--- config.mk ---
export PLATFORM = sky130hd
export DESIGN_NAME = vga_scanout_flat
export DESIGN_NICKNAME = d
export VERILOG_FILES = /design/src/rtl/vga_scanout_pkg.sv /design/src/rtl/vga_scanout_if.sv /design/src/rtl/vga_timing.sv /design/src/rtl/vga_scanout.sv /design/src/flat_wrapper.sv
export SDC_FILE = /design/constraint.sdc
export NUM_CORES = 1
export LEC_CHECK = 0
export BUFFER_PORTS_ARGS = -buffer_cell sky130_fd_sc_hd__buf_2
export CAP_MARGIN = 25
export CORE_MARGIN = 3
export CORE_UTILIZATION = 35
export CTS_BUF_LIST = sky130_fd_sc_hd__clkbuf_8
export DETAILED_ROUTE_END_ITERATION = 8
export PLACE_DENSITY = 0.64
export SLEW_MARGIN = 20
export SYNTH_ARGS = -nofsm -noshare
export SYNTH_HDL_FRONTEND = slang
export SYNTH_SLANG_ARGS = --single-unit
--- constraint.sdc ---
create_clock -name clk -period 4.2 [get_ports clk]
set_input_delay 0.21 -clock clk [delete_from_list [all_inputs] [get_ports clk]]
set_output_delay 0.21 -clock clk [all_outputs]
set_load 0.01 [all_outputs]
--- src/rtl/vga_scanout_pkg.sv ---
// Shared definitions for the VGA read side of the 256x240 frame buffer.
// Holds the 640x480@60 timing constants, the sync windows derived from them,
// the horizontal picture window, the frame-buffer geometry and the packed
// 12-bit colour type. The frame-buffer writer imports the same geometry.
package vga_scanout_pkg;

    localparam logic [9:0] H_VIS  = 10'd640;
    localparam logic [9:0] H_FP   = 10'd16;
    localparam logic [9:0] H_SYNC = 10'd96;
    localparam logic [9:0] H_BP   = 10'd48;
    localparam logic [9:0] H_TOTAL = H_VIS + H_FP + H_SYNC + H_BP;
    localparam logic [9:0] H_LAST  = H_TOTAL - 10'd1;

    localparam logic [9:0] V_VIS  = 10'd480;
    localparam logic [9:0] V_FP   = 10'd10;
    localparam logic [9:0] V_SYNC = 10'd2;
    localparam logic [9:0] V_BP   = 10'd33;
    localparam logic [9:0] V_TOTAL = V_VIS + V_FP + V_SYNC + V_BP;
    localparam logic [9:0] V_LAST  = V_TOTAL - 10'd1;

    localparam logic [9:0] H_SYNC_START = H_VIS + H_FP;
    localparam logic [9:0] H_SYNC_END   = H_SYNC_START + H_SYNC - 10'd1;
    localparam logic [9:0] V_SYNC_START = V_VIS + V_FP;
    localparam logic [9:0] V_SYNC_END   = V_SYNC_START + V_SYNC - 10'd1;

    // 256 NES pixels doubled to 512 screen pixels, centred in 640
    localparam logic [9:0] H_OFF       = 10'd64;
    localparam logic [9:0] H_PIC_START = H_OFF;
    localparam logic [9:0] H_PIC_END   = H_OFF + 10'd511;

    localparam logic [15:0] FB_W    = 16'd256;
    localparam logic [15:0] FB_H    = 16'd240;
    localparam logic [19:0] FB_SIZE = 20'(FB_W) * 20'(FB_H);

    typedef struct packed {
        logic [3:0] r;
        logic [3:0] g;
        logic [3:0] b;
    } rgb12_t;

    // Per-pixel flags carried down the pipeline next to the address/data path
    typedef struct packed {
        logic vis;
        logic pic;
        logic hs;
        logic vs;
        logic fs;
    } scan_flags_t;

endpackage

--- src/rtl/vga_scanout_if.sv ---
// Frame-buffer read port plus VGA pin bundle.
//   fb_index    : read address to the frame-buffer RAM (0..61439)
//   fb_data     : RAM word {R,G,B}, one clock after fb_index
//   vga_hs/vs   : active-low syncs
//   vga_r/g/b   : 4-bit colour pins
//   frame_start : one-clock pulse when pixel (0,0) is on the pins
// master = scanout block, slave = RAM/connector side.
interface vga_scanout_if;
    logic [19:0] fb_index;
    logic [11:0] fb_data;
    logic        vga_hs;
    logic        vga_vs;
    logic [3:0]  vga_r;
    logic [3:0]  vga_g;
    logic [3:0]  vga_b;
    logic        frame_start;

    modport master (
        output fb_index, vga_hs, vga_vs, vga_r, vga_g, vga_b, frame_start,
        input  fb_data
    );

    modport slave (
        input  fb_index, vga_hs, vga_vs, vga_r, vga_g, vga_b, frame_start,
        output fb_data
    );
endinterface

--- src/rtl/vga_timing.sv ---
// Raster counters for 640x480@60.
//   clk, rst  : pixel clock, async active-high reset
//   hc, vc    : current horizontal/vertical count (0..799, 0..524)
//   flags_now : visible/picture/sync/frame-start decode of the current count,
//               undelayed; the caller pipelines them to match its data path
module vga_timing
    import vga_scanout_pkg::*;
(
    input  logic        clk,
    input  logic        rst,
    output logic [9:0]  hc,
    output logic [9:0]  vc,
    output scan_flags_t flags_now
);

    logic h_wrap;
    logic vis;

    assign h_wrap = (hc == H_LAST);

    always_ff @(posedge clk or posedge rst) begin
        if (rst) begin
            hc <= '0;
            vc <= '0;
        end else begin
            hc <= h_wrap ? '0 : hc + 10'd1;
            if (h_wrap) begin
                vc <= (vc == V_LAST) ? '0 : vc + 10'd1;
            end
        end
    end

    assign vis           = (hc < H_VIS) && (vc < V_VIS);
    assign flags_now.vis = vis;
    assign flags_now.pic = vis && (hc >= H_PIC_START) && (hc <= H_PIC_END);
    assign flags_now.hs  = (hc >= H_SYNC_START) && (hc <= H_SYNC_END);
    assign flags_now.vs  = (vc >= V_SYNC_START) && (vc <= V_SYNC_END);
    assign flags_now.fs  = (hc == 10'd0) && (vc == 10'd0);

endmodule

--- src/rtl/vga_scanout.sv ---
// Frame-buffer scanout to VGA. Each frame-buffer pixel is doubled in both
// axes and centred with a 64-pixel border left and right.
//   clk, rst : 25 MHz pixel clock, async active-high reset
//   bus      : master side of vga_scanout_if (RAM read port + VGA pins)
//   BORDER   : colour shown in the visible area outside the picture
// Latency from raster count to pins is 3 clocks: address register, RAM
// output register, pin register. The flags ride a matching delay line.
module vga_scanout
    import vga_scanout_pkg::*;
#(
    parameter rgb12_t BORDER = 12'h000
) (
    input  logic          clk,
    input  logic          rst,
    vga_scanout_if.master bus
);

    logic [9:0]  hc;
    logic [9:0]  vc;
    scan_flags_t flags_now;
    scan_flags_t flags_d1;
    scan_flags_t flags_d2;
    logic [15:0] row_base;
    logic [7:0]  col;
    logic [19:0] fb_next;
    rgb12_t      rgb_q;

    vga_timing u_timing (
        .clk       (clk),
        .rst       (rst),
        .hc        (hc),
        .vc        (vc),
        .flags_now (flags_now)
    );

    assign col     = 8'((hc - H_PIC_START) >> 1);
    assign fb_next = flags_now.pic ? ({4'b0, row_base} + {12'b0, col}) : '0;

    // Row start address: advances one frame-buffer row every two screen
    // lines, cleared on the same edge that wraps the raster back to (0,0).
    always_ff @(posedge clk or posedge rst) begin
        if (rst) begin
            row_base <= '0;
        end else if (hc == H_LAST) begin
            if (vc == V_LAST) begin
                row_base <= '0;
            end else if ((vc < V_VIS) && vc[0]) begin
                row_base <= row_base + FB_W;
            end
        end
    end

    always_ff @(posedge clk or posedge rst) begin
        if (rst) begin
            bus.fb_index <= '0;
            flags_d1     <= '0;
            flags_d2     <= '0;
        end else begin
            assert (fb_next < FB_SIZE);
            bus.fb_index <= fb_next;
            flags_d1     <= flags_now;
            flags_d2     <= flags_d1;
        end
    end

    always_ff @(posedge clk or posedge rst) begin
        if (rst) begin
            bus.vga_hs      <= 1'b1;
            bus.vga_vs      <= 1'b1;
            bus.frame_start <= 1'b0;
            rgb_q           <= '0;
        end else begin
            bus.vga_hs      <= ~flags_d2.hs;
            bus.vga_vs      <= ~flags_d2.vs;
            bus.frame_start <= flags_d2.fs;
            if (flags_d2.pic) begin
                rgb_q <= rgb12_t'(bus.fb_data);
            end else if (flags_d2.vis) begin
                rgb_q <= BORDER;
            end else begin
                rgb_q <= '0;
            end
        end
    end

    assign bus.vga_r = rgb_q.r;
    assign bus.vga_g = rgb_q.g;
    assign bus.vga_b = rgb_q.b;

endmodule

--- src/flat_wrapper.sv ---
// flat-port wrapper written by rule: the top's interface ports become plain ports
module vga_scanout_flat import vga_scanout_pkg::*;
#(
    parameter rgb12_t BORDER = 12'h000
)
  (clk, rst, bus_fb_index, bus_vga_hs, bus_vga_vs, bus_vga_r, bus_vga_g, bus_vga_b, bus_frame_start, bus_fb_data);
  vga_scanout_if bus_i ();
  input  logic clk;
  input  logic rst;
  output wire logic [$bits(bus_i.fb_index)-1:0] bus_fb_index;
  output wire logic [$bits(bus_i.vga_hs)-1:0] bus_vga_hs;
  output wire logic [$bits(bus_i.vga_vs)-1:0] bus_vga_vs;
  output wire logic [$bits(bus_i.vga_r)-1:0] bus_vga_r;
  output wire logic [$bits(bus_i.vga_g)-1:0] bus_vga_g;
  output wire logic [$bits(bus_i.vga_b)-1:0] bus_vga_b;
  output wire logic [$bits(bus_i.frame_start)-1:0] bus_frame_start;
  input wire logic [$bits(bus_i.fb_data)-1:0] bus_fb_data;
  assign bus_fb_index = bus_i.fb_index;
  assign bus_vga_hs = bus_i.vga_hs;
  assign bus_vga_vs = bus_i.vga_vs;
  assign bus_vga_r = bus_i.vga_r;
  assign bus_vga_g = bus_i.vga_g;
  assign bus_vga_b = bus_i.vga_b;
  assign bus_frame_start = bus_i.frame_start;
  assign bus_i.fb_data = bus_fb_data;
  vga_scanout #(.BORDER(BORDER)) u_core (.clk(clk), .rst(rst), .bus(bus_i));
endmodule
# Word level (Yosys, flattened, before mapping)
# Index checks and enable logic that the tools add are counted.
# totals
register_bits,79
inputBits,14
output_inout_bits,35
elab_cells,52
# classes
n_addsub,5
magnitude_cmp,8
n_eq_ne,2
muxes,6
bitwise,2
n_reduce_logical,11
# ops
op,n
$mux 16,2
$add 10x1->10 const B,2
$eq 10x10->1 const B,2
$le 10x10->1 const B,2
$logic_not 10->1,2
$mux 10,2
$mux 20,1
$add 16x8->17,1
$add 16x9->16 const B,1
$mux 12,1
$ge 10x10->1 const B,1
$ge 10x7->1 const B,1
$ge 10x9->1 const B,1
$le 10x9->1 const B,1
$lt 10x10->1 const B,1
$lt 10x9->1 const B,1
$sub 9x7->9 const B,1
$logic_and 1x1->1,7
$not 1->1,2
$reduce_and 2->1,1
$reduce_bool 2->1,1

# Longest topological paths before layout
# depth
word_depth,5
depth_mapped,8
ltp_nobuf,6

# Hierarchy
# From an unflattened synthesis, not the netlist that was laid out.
# hier_totals
cells_unflattened,262
area_unflattened_um2,2986.6
# by_module_without_submodules
module,instances,cells_each,area_each_um2,seq_area_each_um2
vga_scanout,1,140,1786.7,1203.7
vga_timing,1,122,1199.9,500.5

# Worst setup path before layout
# OpenSTA, ideal clock, no wires.
# synth_path
kind,register to register
startpoint,register u_core.u_timing.vc[0]
endpoint,register u_core.row_base[14]
setup_ns,0.088
arrival_ns,1.738
t_required_ns,4.112
setup_slack_ns,2.374
path_stages_with_launch,9
path_buffers,2
period_less_slack_ns,1.826
cell_sequence,dfrtp_1 -> clkbuf_1 -> inv_1 -> ha_1 -> nor2b_1 -> nand4_1 -> clkbuf_1 -> nand2_1 -> a41oi_1
# synth_between
elab_chain_cells,4
word_cells_on_any_way,6
cone_classes,1 x order compare; 1 x eq/ne; 1 x mux; 3 x reduce/logical
# synth_lines
item,line_no,rtl
start: declaration,vga_timing.sv:12,"output logic [9:0] vc,"
start signal: assignment,vga_timing.sv:28,vc <= (vc == V_LAST) ? '0 : vc + 10'd1;
$lt 10x9->1,vga_scanout.sv:47,end else if ((vc < V_VIS) && vc[0]) begin
$logic_and 1x1->1,vga_scanout.sv:47,
$reduce_bool 2->1 (no line),-,
$reduce_and 2->1 (no line),-,
end signal: assignment,vga_scanout.sv:48,row_base <= row_base + FB_W;
end: declaration,vga_scanout.sv:23,logic [15:0] row_base;
# Several ways; a longest one is shown, not always the timed one.
# A chain may end at the register's enable or synchronous reset.

# Final worst setup path
# layout_path
startpoint,register u_core.u_timing.hc[7]
endpoint,register u_core.row_base[13]
# layout_between
elab_chain_cells,2
# layout_lines
item,line_no,rtl
start: declaration,vga_timing.sv:11,"output logic [9:0] hc,"
start signal: assignment,vga_timing.sv:26,hc <= h_wrap ? '0 : hc + 10'd1;
$eq 10x10->1,vga_scanout.sv:44,end else if (hc == H_LAST) begin
$reduce_and 2->1 (no line),-,
# Every way passes these cells.

==> results.cfg <==
[worst_setup_path]
timing.critical_path.required_ns = 4.42
crit_start = u_core.u_timing.hc[7]$_DFF_PP0_
r2r.worst_path.cells = 6
critPathArrivalTime_ns = 2.49
worst-setup-path-type = flip-flop to flip-flop
critical_path.endpoint_type = flip-flop
reg2reg_slack_ns = 1.93
rr_startpoint = u_core.u_timing.hc[7]$_DFF_PP0_
worst_r2r_endpoint = u_core.row_base[13]$_DFFE_PP0P_
worstPathMaxFanout = 18
cp-start-kind = flip-flop
critPathCapture = u_core.row_base[13]$_DFFE_PP0P_

[sta]
final_max_slew_viol_count = 0
timing.max_slew.rel_slack_pct = 53.5
hold_viol_final = 0
worst_slew_pin_slew_ns = 0.697
setup_repair_after_global_routing_missed_its_margin = false
fin_crit_sh_pct = 54.0
final-setup-viol-count = 0
post-route-min-period_ns = 2.27
fmax_ghz = 0.441
fin_tns_setup_ns = 0
finClkSkew_ns = 0.00782
layout_setup_ws_ns = 1.93

[synth]
synth-seq-area-share_pct = 56.6
synth_simple_gate_area_share_pct = 21.1
synth_mux_area_share_pct = 0.333
yosysUniqueCellTypes = 52
syn-instance-count = 260
synthesis.yosys.warnings = 0
synthFlopType = dfrtp_1
ys_async_sr_fraction_pct = 100
synth-compound-area-share_pct = 9.89
main_combinational_cell_family_by_area_after_synthesis = simple AND/OR/NAND/NOR gates
syn_area_um2 = 3010
synth_adder_area_share_pct = 4.57
synthXorXnorAreaFrac_pct = 2.91
syn-mean-instance-area_um2 = 11.6
synth.ff_latch_count = 68
synth_enable_flop_cells = 0

[floorplanning]
initial_standard_cell_utilization_of_the_core_pct = 36.3
die_area_um2 = 9750
placeableCoreArea_um2 = 8300
die-height_um = 98.7
num_rows = 33
num_io_pins = 49
fp.dieW_um = 98.7

[clock_network]
latest_clock_arrival_within_the_worst_skew_pair_ns = 0.34
clock-sinks = 68
cts_root_buffer = clkbuf_8
cts.htree.levels = 3
ctsLongestPathBuffers = 2
clk_pin_slew_worst_paths_ns = 0.08
tritoncts = yes
tritoncts_buffer_count = 9
post_cts_resized = 0

[global_route]
first_global_vias = 1974
grt_remaining_overflow = 0
wire_length_of_the_first_global_routing_pass_um = 9580
all_layer_gr_usage_pct = 12.0
number_of_antenna_violations_at_the_first_check_in_global_routing = 0
pin_count_of_the_biggest_net_entering_global_routing = 50

[detailed_routing]
dr.first_iter.drc_count = 104
post-route-drc-count = 0
avgRoutedWirePerCell_um = 13.2
route.detailed.vias_per_inst = 4.85
detailroute.via_count = 2021
routed_wirelength_um = 5510
final_antenna_net_count = 0
drt-pass1-iter-count = 4

[finish]
syn_to_final_growth_pct = 16.5
final_common_cell = dfrtp_1
antenna-diode-count = 0
most_frequent_cells_in_the_layout = dfrtp_1 (66), buf_2 (45), nand2_1 (17)
final_layout_size_suffix_gt1_share_pct = 26.6
design.final.nets = 332

[place]
dpl_worst_slack_ns = 1.95
gp_congestion = 0.826
port_buffers = 45
hpwlAfterDp_um = 3870

[run]
max-cap-violations = 0

[power]
pwr_density_cell_nw_per_um2 = 345
power_leakage_nw = 1.80
power.ir.vdd_worst_v = 0.000119

[min_path]
hold_path_class = primary input to flip-flop

[run_status]
outcome = completed
==> synth_stat cells, drive strengths merged (2+ instances only) <==
master / count / area (um2)
nand3: 12 / 65.1
o21bai: 2 / 18.8
a41oi: 4 / 42.6
dfstp: 2 / 52.6
xnor2: 6 / 52.6
a31oi: 7 / 43.8
buf: 11 / 77.6
dfrtp: 66 / 1650
a21oi: 6 / 30.0
a31o: 2 / 17.5
ha: 11 / 138
and4: 4 / 35.0
a21o: 3 / 23.8
a311oi: 2 / 35.0
nor3: 4 / 20.0
and2: 14 / 87.6
xor2: 4 / 35.0
o21ai: 7 / 35.0
nand2b: 5 / 31.3
and3: 21 / 139
nand4: 7 / 58.8
nand2: 17 / 63.8
nor4: 2 / 27.5
clkbuf: 3 / 11.3
nor2: 11 / 43.8
inv: 12 / 45.0
==> kinds of logic after synthesis <==
family          count (synthesis)
compound gates                 39
xor+xnor                       10
fa+ha+maj                      11
buf+inv                        26
flops                          68
mux                             1
other cells                     1
simple gates                  104
==> metal layers <==
layer / GRT usage (%) / vias up / wire [um]
met5: 0 / - / 0
li1: - / 998 / -
met2: 17.9 / 59 / 2490
met3: 3.54 / 7 / 323
met4: 4.20 / 0 / 65
met1: 16.5 / 957 / 2640
==> per-stage QoR <==
stage	hold WS, ns	cells	cell area (um2)	utilization (%)	power (mW)
6_report	0.0783	417	3510	42.3	1.21
5_1_grt	0.0697	417	3510	42.3	1.26
4_1_cts	0.0625	417	3510	42.3	1.23
3_5_place_dp	0.234	400	3300	39.7	0.689
3_3_place_gp	0.217	400	3300	39.7	0.689
2_1_floorplan	0.331	263	3020	-	0.681
==> power breakdown <==
part           total (mW)  switching [mW]  internal, mW
logic              0.0209          0.0152       0.00573
clock network       0.534           0.257         0.277
registers           0.655       0.0000857         0.655
==> worst min path at each step <==
stage	startpoint	end	depth (start not counted)
after floorplan	u_core.flags_d2[0]$_DFF_PP0_	u_core.bus.frame_start$_DFF_PP0_	0
after global placement	rst	u_core.bus.fb_index[16]$_DFF_PP0_	2
after detailed placement	rst	u_core.bus.fb_index[16]$_DFF_PP0_	2
after CTS	bus_fb_data[6]	u_core.bus.vga_g[2]$_DFF_PP0_	2
after global routing	bus_fb_data[4]	u_core.bus.vga_g[0]$_DFF_PP0_	2
final	bus_fb_data[6]	u_core.bus.vga_g[2]$_DFF_PP0_	2
==> area by class of cell <==
type,count,area [um2]
clock inverters,7,76.3
inverters,12,45.0
fillers,771,4790
well taps,105,131
multi-input cells,169,1180
repair buffers,47,243
flip-flops and latches,68,1700
clock buffers,9,124
==> worst max-delay path, stage by stage (launching register included) <==
cell	delay [ns]
dfrtp_1	0.43
inv_1	0.19
ha_1	0.25
nand4b_1	0.17
nor2_2	0.58
nand2b_1	0.15
a311o_1	0.37
==> flip-flops by register name, indices dropped and copies added (netlist names) <==
| register | count |
|---|---|
| u_core.bus.vga_hs | 1 |
| u_core.row_base | 8 |
| u_core.u_timing.vc | 10 |
| u_core.flags_d2 | 4 |
| u_core.u_timing.hc | 10 |
| u_core.bus.fb_index | 17 |
| u_core.flags_d1 | 4 |
| u_core.bus.vga_vs | 1 |
| u_core.bus.vga_r | 4 |
| u_core.bus.frame_start | 1 |
| u_core.bus.vga_b | 4 |
| u_core.bus.vga_g | 4 |
==> repair_timing <==
item,4_1_cts,5_1_grt
setup buffers,0,0
hold endpoints to repair,19,0
hold buffers,1,0
Note: power is estimated with default switching activity, not from simulation.
